--- config.mk ---
export PLATFORM = sky130hd
export DESIGN_NAME = mem_access
export DESIGN_NICKNAME = d
export VERILOG_FILES = /design/src/rtl/mem_access.sv
export SDC_FILE = /design/constraint.sdc
export NUM_CORES = 1
export LEC_CHECK = 0
export CORE_UTILIZATION = 45
export DETAILED_ROUTE_END_ITERATION = 10
export GPL_ROUTABILITY_DRIVEN = 0
export PLACE_DENSITY_LB_ADDON = 0.1
export SLEW_MARGIN = 5
export SYNTH_ARGS = -nofsm -noshare
export SYNTH_HDL_FRONTEND = slang
export SYNTH_SLANG_ARGS = --single-unit
--- constraint.sdc ---
create_clock -name clk -period 2.55 [get_ports clk]
set_input_delay 0.6375 -clock clk [delete_from_list [all_inputs] [get_ports clk]]
set_output_delay 0.6375 -clock clk [all_outputs]
set_load 0.01 [all_outputs]
--- src/rtl/mem_access.sv ---
// MEM-stage data access: pass-through for ALU ops, request/ack bus transaction for loads/stores.
// Latency: ALU ops combinational; loads/stores stall 2 cycles with zero-wait ack, +1 per wait state.
// Backpressure: stallreq_o held until the access completes; DONE holds results while stall[4] is Stop.
//
// Ports:
//   clk, rst            clock, synchronous active-high reset
//   stall[5:0]          pipeline stall vector; only stall[4] (this stage) is used
//   mem_*_i             EX/MEM register contents (wreg, rd, ALU result/address, load/store, funct3, rs2)
//   dbus_ack_i/rdata_i  data bus acknowledge and read data
//   mem_*_o             to MEM/WB (write enable, rd, write data)
//   stallreq_o          stall request to pipeline control
//   dbus_*_o            registered data bus request, write, word address, byte enables, write data
//   bus_err_o           one-cycle pulse when an access times out
//   misalign_o          (only with MISALIGN_CHECK_EN) misaligned access rejected
//
// Build option: define MISALIGN_CHECK_EN to reject misaligned halfword/word accesses
// without touching the bus. BUS_TIMEOUT legal range is 2..65535.

module mem_access #(
   parameter int BUS_TIMEOUT = 255
) (
   input  logic        clk,
   input  logic        rst,
   input  logic [5:0]  stall,
   input  logic        mem_wreg_i,
   input  logic [4:0]  mem_rd_addr_i,
   input  logic [31:0] mem_alu_result_i,
   input  logic        mem_is_load_i,
   input  logic        mem_is_store_i,
   input  logic [2:0]  mem_funct3_i,
   input  logic [31:0] mem_store_data_i,
   input  logic        dbus_ack_i,
   input  logic [31:0] dbus_rdata_i,
   output logic        mem_wreg_o,
   output logic [4:0]  mem_rd_addr_o,
   output logic [31:0] mem_rd_data_o,
   output logic        stallreq_o,
   output logic        dbus_req_o,
   output logic        dbus_we_o,
   output logic [31:0] dbus_addr_o,
   output logic [3:0]  dbus_be_o,
   output logic [31:0] dbus_wdata_o,
`ifdef MISALIGN_CHECK_EN
   output logic        misalign_o,
`endif
   output logic        bus_err_o
);

   localparam logic [1:0] S_IDLE   = 2'b00;
   localparam logic [1:0] S_ACCESS = 2'b01;
   localparam logic [1:0] S_DONE   = 2'b10;

   localparam logic STOP = 1'b1;

   localparam logic [15:0] CNT_LIMIT = 16'(BUS_TIMEOUT - 1);

   logic [1:0]  state;
   logic [15:0] cnt;
   logic [31:0] load_q;
   logic        failed;

   logic        access;
   logic        is_byte;
   logic        is_half;
   logic        is_word;
   logic        is_unsigned;
   logic        misalign;
   logic        start;
   logic [1:0]  lane;
   logic [3:0]  be_calc;
   logic [31:0] wdata_calc;
   logic [7:0]  rbyte;
   logic [15:0] rhalf;
   logic [31:0] rdata_fmt;

   logic unused_stall;
   assign unused_stall = ^{stall[5], stall[3:0]};

   assign access = mem_is_load_i | mem_is_store_i;
   assign lane   = mem_alu_result_i[1:0];

   // Only the RV32I-defined encodings select byte/half; every other funct3 is a word access.
   assign is_byte     = (mem_funct3_i == 3'b000) | (mem_is_load_i & (mem_funct3_i == 3'b100));
   assign is_half     = (mem_funct3_i == 3'b001) | (mem_is_load_i & (mem_funct3_i == 3'b101));
   assign is_word     = ~is_byte & ~is_half;
   assign is_unsigned = mem_is_load_i & mem_funct3_i[2];

`ifdef MISALIGN_CHECK_EN
   assign misalign   = access & ((is_half & lane[0]) | (is_word & (lane != 2'b00)));
   assign misalign_o = (state == S_IDLE) & misalign;
`else
   assign misalign   = 1'b0;
`endif

   assign start = (state == S_IDLE) & access & ~misalign;

   // Store lane steering (little-endian); loads use the same enables for the bytes they read.
   always_comb begin
      be_calc    = 4'b1111;
      wdata_calc = mem_store_data_i;
      if (is_byte) begin
         be_calc    = 4'b0001 << lane;
         wdata_calc = {4{mem_store_data_i[7:0]}};
      end else if (is_half) begin
         be_calc    = lane[1] ? 4'b1100 : 4'b0011;
         wdata_calc = {2{mem_store_data_i[15:0]}};
      end
   end

   // Load data extraction and extension.
   always_comb begin
      rbyte = dbus_rdata_i[7:0];
      case (lane)
         2'b00:   rbyte = dbus_rdata_i[7:0];
         2'b01:   rbyte = dbus_rdata_i[15:8];
         2'b10:   rbyte = dbus_rdata_i[23:16];
         default: rbyte = dbus_rdata_i[31:24];
      endcase
      rhalf     = lane[1] ? dbus_rdata_i[31:16] : dbus_rdata_i[15:0];
      rdata_fmt = dbus_rdata_i;
      if (is_byte) begin
         rdata_fmt = is_unsigned ? {24'd0, rbyte} : {{24{rbyte[7]}}, rbyte};
      end else if (is_half) begin
         rdata_fmt = is_unsigned ? {16'd0, rhalf} : {{16{rhalf[15]}}, rhalf};
      end
   end

   always_ff @(posedge clk) begin
      if (rst) begin
         state        <= S_IDLE;
         cnt          <= 16'd0;
         load_q       <= 32'd0;
         failed       <= 1'b0;
         dbus_req_o   <= 1'b0;
         dbus_we_o    <= 1'b0;
         dbus_addr_o  <= 32'd0;
         dbus_be_o    <= 4'd0;
         dbus_wdata_o <= 32'd0;
         bus_err_o    <= 1'b0;
      end else begin
         bus_err_o <= 1'b0;
         case (state)
            S_IDLE: begin
               if (start) begin
                  dbus_req_o   <= 1'b1;
                  dbus_we_o    <= mem_is_store_i;
                  dbus_addr_o  <= {mem_alu_result_i[31:2], 2'b00};
                  dbus_be_o    <= be_calc;
                  dbus_wdata_o <= wdata_calc;
                  cnt          <= 16'd0;
                  failed       <= 1'b0;
                  state        <= S_ACCESS;
               end
            end
            S_ACCESS: begin
               // Ack is checked first so an ack on the last allowed cycle still succeeds.
               if (dbus_ack_i) begin
                  load_q     <= rdata_fmt;
                  dbus_req_o <= 1'b0;
                  state      <= S_DONE;
               end else if (cnt == CNT_LIMIT) begin
                  load_q     <= 32'd0;
                  dbus_req_o <= 1'b0;
                  bus_err_o  <= 1'b1;
                  failed     <= 1'b1;
                  state      <= S_DONE;
               end else begin
                  cnt <= cnt + 16'd1;
               end
            end
            S_DONE: begin
               // A later-stage stall keeps the finished result parked here.
               if (stall[4] != STOP) begin
                  state <= S_IDLE;
               end
            end
            default: state <= S_IDLE;
         endcase
      end
   end

   assign mem_rd_addr_o = mem_rd_addr_i;

   always_comb begin
      mem_wreg_o    = mem_wreg_i;
      mem_rd_data_o = mem_alu_result_i;
      stallreq_o    = 1'b0;
      case (state)
         S_IDLE: begin
            if (access) begin
               mem_wreg_o = 1'b0;
               stallreq_o = ~misalign;
            end
         end
         S_ACCESS: begin
            mem_wreg_o = 1'b0;
            stallreq_o = 1'b1;
         end
         S_DONE: begin
            if (failed) begin
               mem_wreg_o    = 1'b0;
               mem_rd_data_o = 32'd0;
            end else if (mem_is_store_i) begin
               mem_wreg_o = 1'b0;
            end else if (mem_is_load_i) begin
               mem_rd_data_o = load_q;
            end
         end
         default: ;
      endcase
   end

endmodule
# --- After elaboration in Yosys (flattened, before gate mapping) ---
# Cells that the tools add are included.
word_totals:
  regBits: 120
  elab_cells: 87
op_classes:
  shifts: 1
  reduce_logical: 12
  bitwise_logic: 8
  eq_ne: 14
  mux: 41
  addsub: 1
ops:
  columns: ["operator", "count"]
  rows:
  - ["$mux W32", 12]
  - ["$mux W16", 4]
  - ["$pmux W16 S2", 1]
  - ["$pmux W8 S3", 1]
  - ["$add A16 B1 Y16 const B", 1]
  - ["$eq A16 B8 Y1 const B", 1]
  - ["$mux W4", 3]
  - ["$mux W1", 11]
  - ["$ne A2 B2 Y1 const B", 5]
  - ["$mux W2", 4]
  - ["$reduce_and A4 Y1", 2]
  - ["$eq A3 B3 Y1 const B", 2]
  - ["$pmux W1 S2", 3]
  - ["$pmux W2 S3", 1]
  - ["$reduce_and A3 Y1", 2]
  - ["$and A1 B1 Y1", 4]
  - ["$eq A2 B1 Y1 const B", 2]
  - ["$eq A2 B2 Y1 const B", 2]
  - ["$logic_not A2 Y1", 2]
  - ["$reduce_and A2 Y1", 2]
  - ["$reduce_bool A2 Y1", 2]
  - ["$shl A1 B2 Y4 const A", 1]
  - ["$eq A3 B1 Y1 const B", 1]
  - ["$logic_not A3 Y1", 1]
  - ["other kinds (5)", 7]

# --- Depth between registers and ports, before layout ---
# Gate-level depths: netlist of the first run.
depth:
  ltp_word: 6
  ltp_mapped: 9
  ltp_nobuf: 7

# --- Least setup slack after synthesis of the first run ---
# No wires, ideal clock.
synth_path:
  path_type: "input -> output"
  startpoint: "input port mem_alu_result_i[1]"
  endpoint: "output port mem_rd_data_o[1]"
  path_buffers: 3
  slack_ns: 0.115
  path_stages: 5
  arrival_ns: 1.797
  cell_sequence: "clkbuf_1 > clkbuf_1 > clkbuf_1 > nand2_1 > a21oi_1"
synth_between:
  elab_chain_cells: 4
synth_rtl:
  columns: ["item", "line_no", "rtl"]
  rows:
  - ["start, declared", "27", "input logic [31:0] mem_alu_result_i,"]
  - ["$mux W32", "205", "end else if (mem_is_load_i) begin"]
  - ["$mux W32", "203", "end else if (mem_is_store_i) begin"]
  - ["$mux W32", "200", "if (failed) begin"]
  - ["$mux W32 (*)", "188", "case (state)"]
  - ["end, declared", "36", "output logic [31:0] mem_rd_data_o,"]
# Every way passes the cells marked *; elsewhere a longest branch is shown, timed or not.

# --- Worst setup path in the final report of the first run ---
layout_path:
  startpoint: "register state[1]"
  endpoint: "output port mem_rd_data_o[14]"
layout_between:
  elab_chain_cells: 2
layout_rtl:
  columns: ["item", "line_no", "rtl"]
  rows:
  - ["start, declared", "57", "logic [1:0] state;"]
  - ["start signal, assigned", "130", "state <= S_IDLE;"]
  - ["start signal, assigned", "152", "state <= S_ACCESS;"]
  - ["start signal, assigned", "160", "state <= S_DONE;"]
  - ["$eq A2 B2 Y1", "188", null]
  - ["$mux W32", "188", null]
# No other way between the ends.

==> results of run 1 <==
cells in the final DEF (no fill, tap or decap), types with 6 or more instances in the layout:
cell             count
nor3_1              14
buf_4               27
nand2_1            182
or3_1                6
mux4_2               7
o2bb2ai_1           17
a21oi_1             89
a21oi_2              8
buf_2               32
a211oi_1            20
nand2b_1            16
clkdlybuf4s50_1    171
o211ai_1             8
o22ai_1             14
buf_12              12
a22o_1              14
nand3_1              9
nor2_1              65
a311oi_1            10
o21ai_0             11
mux2i_1             18
dfxtp_1            119
clkbuf_16           17
xnor2_1              9
path summary, 6_finish.rpt:
check                                     start                end  slack (ns)  cells after the start
worst max-delay path                   state[1]  mem_rd_data_o[14]        0.12                      7
worst min-delay path            dbus_addr_o[25]    dbus_addr_o[25]        0.45                      2
worst max register to register           cnt[8]            cnt[13]        0.47                      6
worst min register to register  dbus_addr_o[25]    dbus_addr_o[25]        0.45                      2
power by group through the flow:
stage	clock network, mW	registers, mW	logic (mW)
2_1_floorplan	0	2.16	0.494
3_5_place_dp	0	2.12	1.17
6_report	2.53	2.09	1.16
3_3_place_gp	0	2.12	1.15
4_1_cts	2.56	2.09	1.16
5_1_grt	2.65	2.10	1.26
critical path: stages (launching register included):
cell and delay [ns]:
dfxtp_2 0.33, nor2b_4 0.15, nor3b_4 0.23, buf_4 0.16, buf_12 0.14, nand2_1 0.07
a21oi_1 0.14, buf_2 0.16
cell type report:
class / instances / area (sq um)
sequential: 120 / 2400
fill: 1073 / 3790
timing repair buffer: 248 / 2380
clock inverter: 8 / 143
inverter: 5 / 18.8
multi-input combinational: 569 / 3280
tap: 172 / 215
clock buffer: 24 / 482
cells by family (layout without fill, tap and decap cells):
family,count (synthesis),after routing,share of synthesized area [%]
other,1,2,0.0632
muxes,28,28,6.27
AOI/OAI and AO/OA,208,208,22.4
adders and majority gates,2,2,0.422
DFF,120,120,40.5
xor gates and xnor gates,9,9,1.33
buffers and inverters,74,285,5.57
and+or+nand+nor,320,320,23.4
registers in the layout (all words and copies together) (netlist names):
signal        count
dbus_addr_o      30
dbus_we_o         1
bus_err_o         1
cnt              16
dbus_req_o        1
dbus_wdata_o     32
dbus_be_o         4
load_q           32
failed            1
state             2
timing repair:
| item | in CTS | in global routing |
|---|---|---|
| buffers inserted | 3 | 0 |
| setup endpoints to repair | 34 | 25 |
| cloned | 2 | 0 |
| resized for setup | 131 | 24 |
| pin swaps | 1 | 3 |
stage by stage:
stage | area [sq um] | hold slack (ns) | instances
floorplan | 5930 | 0.432 | 763
global placement | 8350 | 0.442 | 1110
detailed placement | 8350 | 0.446 | 1110
CTS | 8970 | 0.454 | 1147
global route | 8930 | 0.469 | 1146
finish | 8930 | 0.453 | 1146
layer usage:
layer,vias to the layer above,GRT usage [%]
li1,3054,-
met1,3018,33.5
met2,262,52.9
met3,46,8.44
met4,0,13.3
met5,-,0
==> run summary, run 1 <==
In this run the worst hold path is classified as flip-flop to flip-flop. After detailed routing, the number of vias per cell comes to 5.57. Entering global routing, the biggest net connects 72 pins.

Measured on the finished design, the core utilization comes to 70.2%. Cells with a size suffix above 1 make up 13.8% of the layout. The count of cell types in the netlist came out at 50. The switching power summed over all nets came out at 1.47 mW. The switching portion of total power is 25.4%. The post-route total power is 5.78 mW. The most frequently used flop master after synthesis is dfxtp_1.

In this run the biggest area consumer among cell types represents 40.5% of the synthesized area. The detail route stage leaves a number of antenna-violating nets equal to 0. The net count of the finished layout is 1079.

The final period demand of the worst path came out at 2.43 ns. The cell with the most instances after synthesis is nand2_1. The leftover overflow at the end of global routing came out at 0. The cell sitting at the root of the clock tree is a clkbuf_16. The internal power is 4.31 mW. The number of antenna cells inserted is 0.

The number of synthesized register bits is 120. Across the routed clock network, the largest skew measured is 0.00556 ns. The leakage power came out at 3.44 nW. The worst-margin pin slew came out at 0.791 ns. The number of levels the H-tree was split into came out at 4.

Buffers inserted to repair hold after CTS numbered 0. The flow ran to the end, and the final reports show no timing, DRC or antenna violations. The estimated wirelength of the detail-placed design came out at 13.6 mm. The post-synthesis cell type with the largest combined area is dfxtp_1. The final hold violation count is 0.

In the finished design, the share of the clock period the worst path needs comes to 95.3%. Port buffering added 208 buffers. The highest fanout seen on the critical path came out at 16. The count of standard-cell rows is 41. The first global-routing pass estimated 31.1 mm of wire. The power density normalized to cell area is 647 mW/mm^2. Clock-pin slew was measured on the worst setup and hold paths at 0.05 ns. The maximum operating frequency came out at 0.412 GHz.

At the placement stage, the worst setup path has a slack of -0.554 ns. The share of flip-flops with an asynchronous set or reset came out at 0%. The via count of the first global-routing pass came out at 6131. The wire length per cell after detailed routing came out at 17.5 microns.

The warning count from the yosys run came out at 0. The synthesized netlist cell count came out at 762. The I/O pin total is 226. The final wirelength came out at 20.0 mm. Counting instances in the post-synthesis netlist gives the leading cell types as nand2_1 (182), dfxtp_1 (120), a21oi_1 (98).

The final worst slack is 0.120 ns. The number of CTS-inserted buffers is 17. The number of DRC markers in iteration 0 came out at 416. The remaining routing DRC violations is 0.

The worst setup path is captured at an output pin. Data on the critical path is required at its endpoint by 1.91 ns. The worst endpoint data arrival time came out at 1.79 ns. Setup violations remaining at the end of the flow were counted as 0. The length of routed met2 wiring is 10.0 mm. The floorplan step set the die width to 117 microns. Each instance of the synthesized netlist takes up on average 7.78 sq um. The routed via count is 6380. The max-cap check violation count is 0. The count of pins over their slew limit came out at 0. The area overhead of the layout relative to synthesis came out at 50.6%. The clock net in this run drives a total of 120 sinks. The worst-skew pair later-pin latency is 0.42 ns.

The height of the chip is 117 microns. Sequential cells were found to cover 40.5% of the synthesized design area. The total met3 wirelength after detailed routing is 1.57 mm.

The maximum clock path buffer count is 2. The initial antenna violation count was 0. The max-slew headroom at the worst pin came out at 47.3%. The sum of routed wire segments on met1 is 7.89 mm.

The number of enable-type register cells in the synthesized netlist is 0. The total routing resource utilization after global routing is 29.9%. The summed instance area of the synthesized netlist is 0.00593 sq mm. The power share of the combinational group is 20.1%. The first-pass iteration count of the detailed router came out at 7.

STA classifies the critical path startpoint as a flip-flop. The sequential power share came out at 36.1%. The highest signal layer in the routed design is met4. Setup repair after global routing left no endpoint under its margin. TritonCTS built the clock tree. The final setup TNS is 0 ns. The setup path with the least slack is of type flip-flop to output pin. The effective utilization at floorplan is 46.6%. The worst-case vdd ir drop came out at 490 uV. The core outline area is 0.0127 sq mm. In the post-synthesis netlist, the biggest area contributors are dfxtp_1 (41%), nand2_1 (12%), a21oi_1 (8.3%). The die covers 0.0136 sq mm.

The clock group share of total power came out at 43.8%.
(Power assumes the default switching activity.)
==> run 2: changes to the inputs <==
- CORE_MARGIN: default -> 4
==> run 2 against run 1 <==
Net effect:
- sequential share of layout area is 0.19 points higher
- die area rose by 11%
- non-clock buffer count is 3 higher
- clock skew down 0.0011 ns
- largest power group unchanged
==> run summary, run 2 (same netlist as run 1, synthesis figures left out) <==
STA classifies the critical path startpoint as a flip-flop. The kind of critical path is flip-flop to output pin. The path class of the tightest hold or removal check is flip-flop to flip-flop. The count of nets left with antenna violations after detail routing is 0. The largest clock skew in the final design came out at 0.00450 ns. The I/O pin total came out at 226. The pre-antenna-repair detailed-routing pass consisted of 4 iterations. The worst hold endpoint is dbus_addr_o[5]. The final setup TNS is 0 ns. The ratio of cells with drive above 1 in the final layout is 14.5%. The area overhead of the layout relative to synthesis came out at 49.6%. Data on the critical path arrives at its endpoint at 1.79 ns.

The largest delay contributor family on the critical path is simple AND/OR/NAND/NOR gates. The global-route wire length before repair came out at 31.1 mm. Summed over all nets, the half-perimeter wirelength after detailed placement is 14.2 mm. Setup slack on the worst reg-to-reg path comes out at 0.46 ns. The internal power is 4.05 mW. The remaining routing DRC violations is 0.

The pre-CTS setup slack is -0.532 ns. The analysis attributes to cell leakage a power of 3.40 nW. The critical path goes through nor2b_4 -> nor3b_4 -> buf_12 -> buf_16 -> nand2_1 -> a21oi_2 -> buf_2. The maximum operating frequency is 0.412 GHz. Clock tree synthesis selected as its root buffer the cell clkbuf_16.

The worst hold-check slack came out at 0.449 ns. The wire length per cell after detailed routing is 17.5 microns. The count of buffering cells on the critical path with inverters included came out at 3. In the final layout, the registers with the most flip-flops are dbus_wdata_o: 32 flops, load_q: 32 flops, dbus_addr_o: 30 flops. Entering global routing, the biggest net connects 72 pins. The library cells used most frequently in the layout, excluding fill and tap cells, are nand2_1 (180), clkdlybuf4s50_1 (169), dfxtp_1 (119). The horizontal extent of the die is 123 microns.

The total routing resource utilization after global routing came out at 26.4%. In this run switching power makes up 26.9% of total power. Registers are responsible for 37.7% of the overall power. In this run the critical register-to-register path is launched from cnt[8]. The area occupied by multi-input gates came out at 0.00328 sq mm. The post-route total power is 5.54 mW. The leftover overflow at the end of global routing is 0.

The final period demand of the worst path is 2.43 ns. The worst-margin pin slew came out at 0.795 ns. The number of levels the H-tree was split into came out at 4. The storage element area came out at 0.00240 sq mm.

Of all nets on the critical path, the largest fanout is 8. For this design, the slowest cell found on the critical path is dfxtp_2. The max-cap check violation count came out at 0. The final worst slack came out at 0.122 ns.

The number of buffer cells added on primary ports is 208. The worst-skew pair later-pin latency came out at 0.41 ns. The number of CTS-inserted buffers came out at 17. The final worst-path cycle share came out at 95.2%. The count of standard-cell rows came out at 41. Once the floorplan was initialized, standard cells occupied 46.4% of the core. The flow ran to the end, and the final reports show no timing, DRC or antenna violations. Per report_power, the clock group accounts for 41.4% of the total. The floorplan step defined a die boundary enclosing 0.0151 sq mm. The library cell used most frequently in the layout, excluding fill and tap cells, is nand2_1.

The core utilization of the finished layout is 69.4%. The stage delay of the slowest cell on the critical path came out at 0.33 ns. The count of pins over their slew limit came out at 0. The power density normalized to cell area came out at 624 mW/mm^2.

The final hold violation count came out at 0. The post-layout instance area is 0.00887 sq mm. The net count of the finished layout came out at 1082.

The number of cells on the worst reg-to-reg path is 6. The origin of the worst min-delay path is dbus_addr_o[5]. The total number of cells along the worst setup path came out at 7. The clock net sink count came out at 120. After the flow finishes, the layout carries non-filler instances totaling 1150. Measured against its own limit, the worst slew margin works out to 47.0%. The number of endpoints failing setup at the final stage came out at 0. The height of the chip is 123 microns. The number of cells after detailed placement is 1112. Setup repair after global routing left no endpoint under its margin. The endpoint class of the critical path is an output pin. The routed via count divided by cell count came out at 5.50.

The layout has 1036 filler cells. The maximum clock path buffer count came out at 2. TritonCTS built the clock tree. The switching power summed over all nets came out at 1.49 mW. Summed over all layers, the routed wires come to 20.1 mm. Clock-pin slew was measured on the worst setup and hold paths at 0.05 ns. The core outline area is 0.0128 sq mm. For the worst setup path, the data required time is 1.91 ns. The via count of the first global-routing pass came to 6275.

The cell count of the worst hold path is 2. The endpoint of the worst register-to-register path is cnt[13]. The routed layout has 6323 vias.

The post-detailed-placement cell area came out at 0.00832 sq mm. The worst-case vdd ir drop came out at 406 uV. The power share of the combinational group is 20.9%. The number of DRC markers in iteration 0 came out at 378. The initial antenna violation count came to 1.
## run 2: timing repair
| item | 4_1_cts | 5_1_grt |
|---|---|---|
| hold buffers | 0 | 0 |
| endpoints found under the setup margin | 34 | 27 |
| gates resized for setup | 127 | 25 |
| pin swaps | 1 | 2 |
| gates cloned | 2 | 0 |
| buffers inserted | 2 | 1 |
## run 2: how the worst max path moves through the flow
stage,slack (ns),to,from
global placement,-0.54,mem_rd_data_o[5],mem_is_load_i
floorplan,0.12,mem_rd_data_o[1],mem_alu_result_i[1]
detailed placement,-0.53,mem_rd_data_o[2],mem_is_load_i
global route,0.007,mem_rd_data_o[12],state[1]
CTS,0.002,mem_rd_data_o[22],mem_is_load_i
finish,0.12,mem_rd_data_o[12],state[1]
## run 2: worst min-delay path: stages, from the launching register on
cell,delay (ns)
dfxtp_1,0.30
nand2_1,0.05
a21oi_1,0.05
## run 2: area by class of cell
type                       instances  share of cell area [%]
antenna                            1                  0.0282
clock buffer                      19                    4.99
clock inverter                    13                    1.47
inverter                           5                   0.212
multi-input combinational        569                    37.0
sequential                       120                    27.1
tap                              172                    2.43
timing repair buffer             251                    26.8
## run 2: metal layers
metal / track usage [%] / vias up / routed length (microns)
met4: 10.8 / 0 / 447
met5: 0 / - / 0
met1: 30.0 / 2991 / 8060
met3: 7.24 / 37 / 1500
li1: - / 3061 / -
met2: 46.4 / 234 / 10100
## run 2: power groups by stage
stage	clock network, mW	logic [mW]	registers [mW]
2_1_floorplan	0	0.494	2.16
3_3_place_gp	0	1.15	2.12
3_5_place_dp	0	1.17	2.12
4_1_cts	2.33	1.16	2.09
5_1_grt	2.42	1.25	2.10
6_report	2.29	1.15	2.09
==> run 3: changes to the inputs <==
- CORE_UTILIZATION: 45 -> 27
- HOLD_SLACK_MARGIN: default -> 0.02
- REMOVE_ABC_BUFFERS: default -> 1
==> run 3 against run 2 <==
Net effect:
- non-clock buffer count up 5
- global-route usage down 9.0 points
- sequential power about the same
- critical path type unchanged
==> run summary, run 3 (same netlist as run 1, synthesis figures left out) <==
The number of DRC markers in iteration 0 came out at 281. In this run the critical register-to-register path is launched from cnt[8]. The count of cells in the finished layout, fillers not included, comes to 1257. The worst setup path is captured at an output pin. The worst hold path begins at dbus_addr_o[28]. Across the VDD grid, the largest voltage drop is 409 uV. The power density normalized to cell area came out at 645 mW/mm^2.

The net count of the finished layout is 1087. The via count of the first global-routing pass came to 5811. The final worst slack came out at 0.0820 ns. The clock drives 120 sinks.

The max-slew headroom at the worst pin came out at 56.4%. The area overhead of the layout relative to synthesis is 53.5%. The final hold violation count came out at 0. The pre-CTS setup slack is -0.625 ns. The worst path uses 96.8% of the clock period. The routed via count divided by cell count came out at 4.90. The worst-skew pair later-pin latency is 0.41 ns. Once detail routing completed, the nets flagged for antenna violations numbered 0. The count of pins over their slew limit came out at 0.

The leakage power came out at 3.48 nW. The number of antenna diodes in the final layout is 0. The die covers 0.0244 sq mm. The cell count of the worst hold path came out at 2. Setup repair after global routing left no endpoint under its margin.

The worst endpoint data arrival time is 1.83 ns. In this run the standard cell core region covers 0.0213 sq mm. The ratio of cells with drive above 1 in the final layout came out at 14.3%. In this run the vertical extent of the chip is 156 microns.

The path with the worst hold slack has its endpoint at dbus_addr_o[28]. The routed via count came out at 6159. In this run the clock root is driven by a clkbuf_16. The commonest non-fill, non-tap cell in the layout is nand2_1. The total routing resource utilization after global routing is 17.4%.

The count of buffers added on input and output ports is 208. The CTS tree is yes. The critical path data required time is 1.91 ns. The min-delay analysis places its worst path in the category flip-flop to flip-flop. Buffers inserted to repair hold after CTS numbered 0. The number of cells after detailed placement is 1218. The highest fanout seen on the critical path is 16. The max-cap check violation count is 0.

The largest registers in the layout are dbus_wdata_o: 32 flops, load_q: 32 flops, dbus_addr_o: 30 flops. Power comes to 5.87 mW. The clock transition at the registers of the reported paths came out at 0.06 ns. The initial antenna violation count came out at 0.

Entering global routing, the biggest net connects 72 pins. The horizontal extent of the die came out at 156 microns. The I/O pin total came out at 226. The internal reg-to-reg setup slack is 0.43 ns. The kind of critical path is flip-flop to output pin. The count of standard-cell rows is 53. The estimated wirelength of the detail-placed design came out at 14.8 mm.

Static timing analysis puts the maximum clock frequency at 0.405 GHz. The core utilization of the finished layout is 42.8%. The critical path launch point type is a flip-flop.

After detailed routing, the average wire length per cell comes to 17.4 microns. The global-route wire length before repair is 33.2 mm. The effective utilization at floorplan is 27.9%. In the layout the commonest cells are nand2_1 (182), clkdlybuf4s50_1 (169), dfxtp_1 (118). Global routing finished with a remaining overflow of 0. The number of cells on the worst reg-to-reg path came out at 6. The number of endpoints failing setup at the final stage is 0. The number of fillers in the final layout is 2160. After layout, the minimum clock period comes to 2.47 ns. For the final database, setup skew stands at 0.00928 ns. Clock tree synthesis inserted a total of 17 buffers. The final wirelength is 21.8 mm. The endpoint of the worst register-to-register path is cnt[13]. The maximum clock path buffer count is 2. In this run the number of H-tree levels came out at 4. The first-pass iteration count of the detailed router is 4. At the pin with the least slew margin, the transition time is 0.655 ns. The flow ran to the end, and the final reports show no timing, DRC or antenna violations. The remaining routing DRC violations is 0.
==> run 3: changes by cell type in the layout (fill, tap and decap cells not counted), moves of 3 or more <==
cell,delta
buf_2,-5
clkinvlp_4,-3
clkbuf_2,+3
clkinv_4,+5
a21oi_1,+5
a21oi_2,-5
buf_6,+4
clkinv_2,-5
==> run 3: routing by layer <==
metal | vias to the layer above | GRT usage, % | wire, microns
li1 | 3080 | - | -
met4 | 0 | 4.46 | 241
met1 | 2857 | 23.5 | 10100
met2 | 204 | 26.7 | 9780
met3 | 18 | 5.77 | 1710
met5 | - | 0 | 0
==> run 3: what timing repair did <==
item	in CTS	in global routing
pin swaps	1	1
cloned	2	0
setup endpoints to repair	34	20
setup buffers	6	0
gates resized for setup	126	16
==> run 3: final cells by class <==
cell class | instances | area [sq um] | area share [%]
multi-input combinational | 569 | 3260 | 35.8
tap | 275 | 344 | 3.78
clock inverter | 13 | 195 | 2.14
clock buffer | 19 | 453 | 4.98
inverter | 5 | 18.8 | 0.206
timing repair buffer | 256 | 2430 | 26.7
sequential | 120 | 2400 | 26.4
==> run 3: power by group <==
part	switching, mW	internal, mW
Clock	0.937	1.70
Combinational	0.568	0.585
Sequential	0.0681	2.01
Total	1.57	4.29
==> run 3: how the worst max path moves through the flow <==
stage	startpoint	endpoint	slack (ns)	depth (start not counted)
after detailed placement	mem_is_load_i	mem_rd_data_o[8]	-0.63	8
final	state[1]	mem_rd_data_o[4]	0.08	8
after CTS	state[1]	mem_rd_data_o[10]	0.003	9
after global placement	mem_is_load_i	mem_rd_data_o[17]	-0.62	8
after global routing	state[1]	mem_rd_data_o[15]	0.004	8
after floorplan	mem_is_store_i	dbus_wdata_o[24]	-2.89	4
==> run 3: critical path, stage by stage (launching register included) <==
cell	delay, ns
dfxtp_2	0.32
nor2b_4	0.12
buf_4	0.13
nand3b_1	0.10
buf_4	0.13
buf_12	0.15
nand2_1	0.06
a21oi_1	0.13
dlygate4sd2_1	0.28
==> run 3: through the flow <==
| stage | hold slack (ns) | area (sq um) | setup TNS [ns] |
|---|---|---|---|
| after detailed placement | 0.446 | 8500 | -22.06 |
| after global placement | 0.441 | 8500 | -21.19 |
| after global routing | 0.468 | 9100 | 0 |
| final | 0.452 | 9100 | 0 |
| after CTS | 0.455 | 9130 | 0 |
| after floorplan | 0.432 | 5620 | -253.20 |
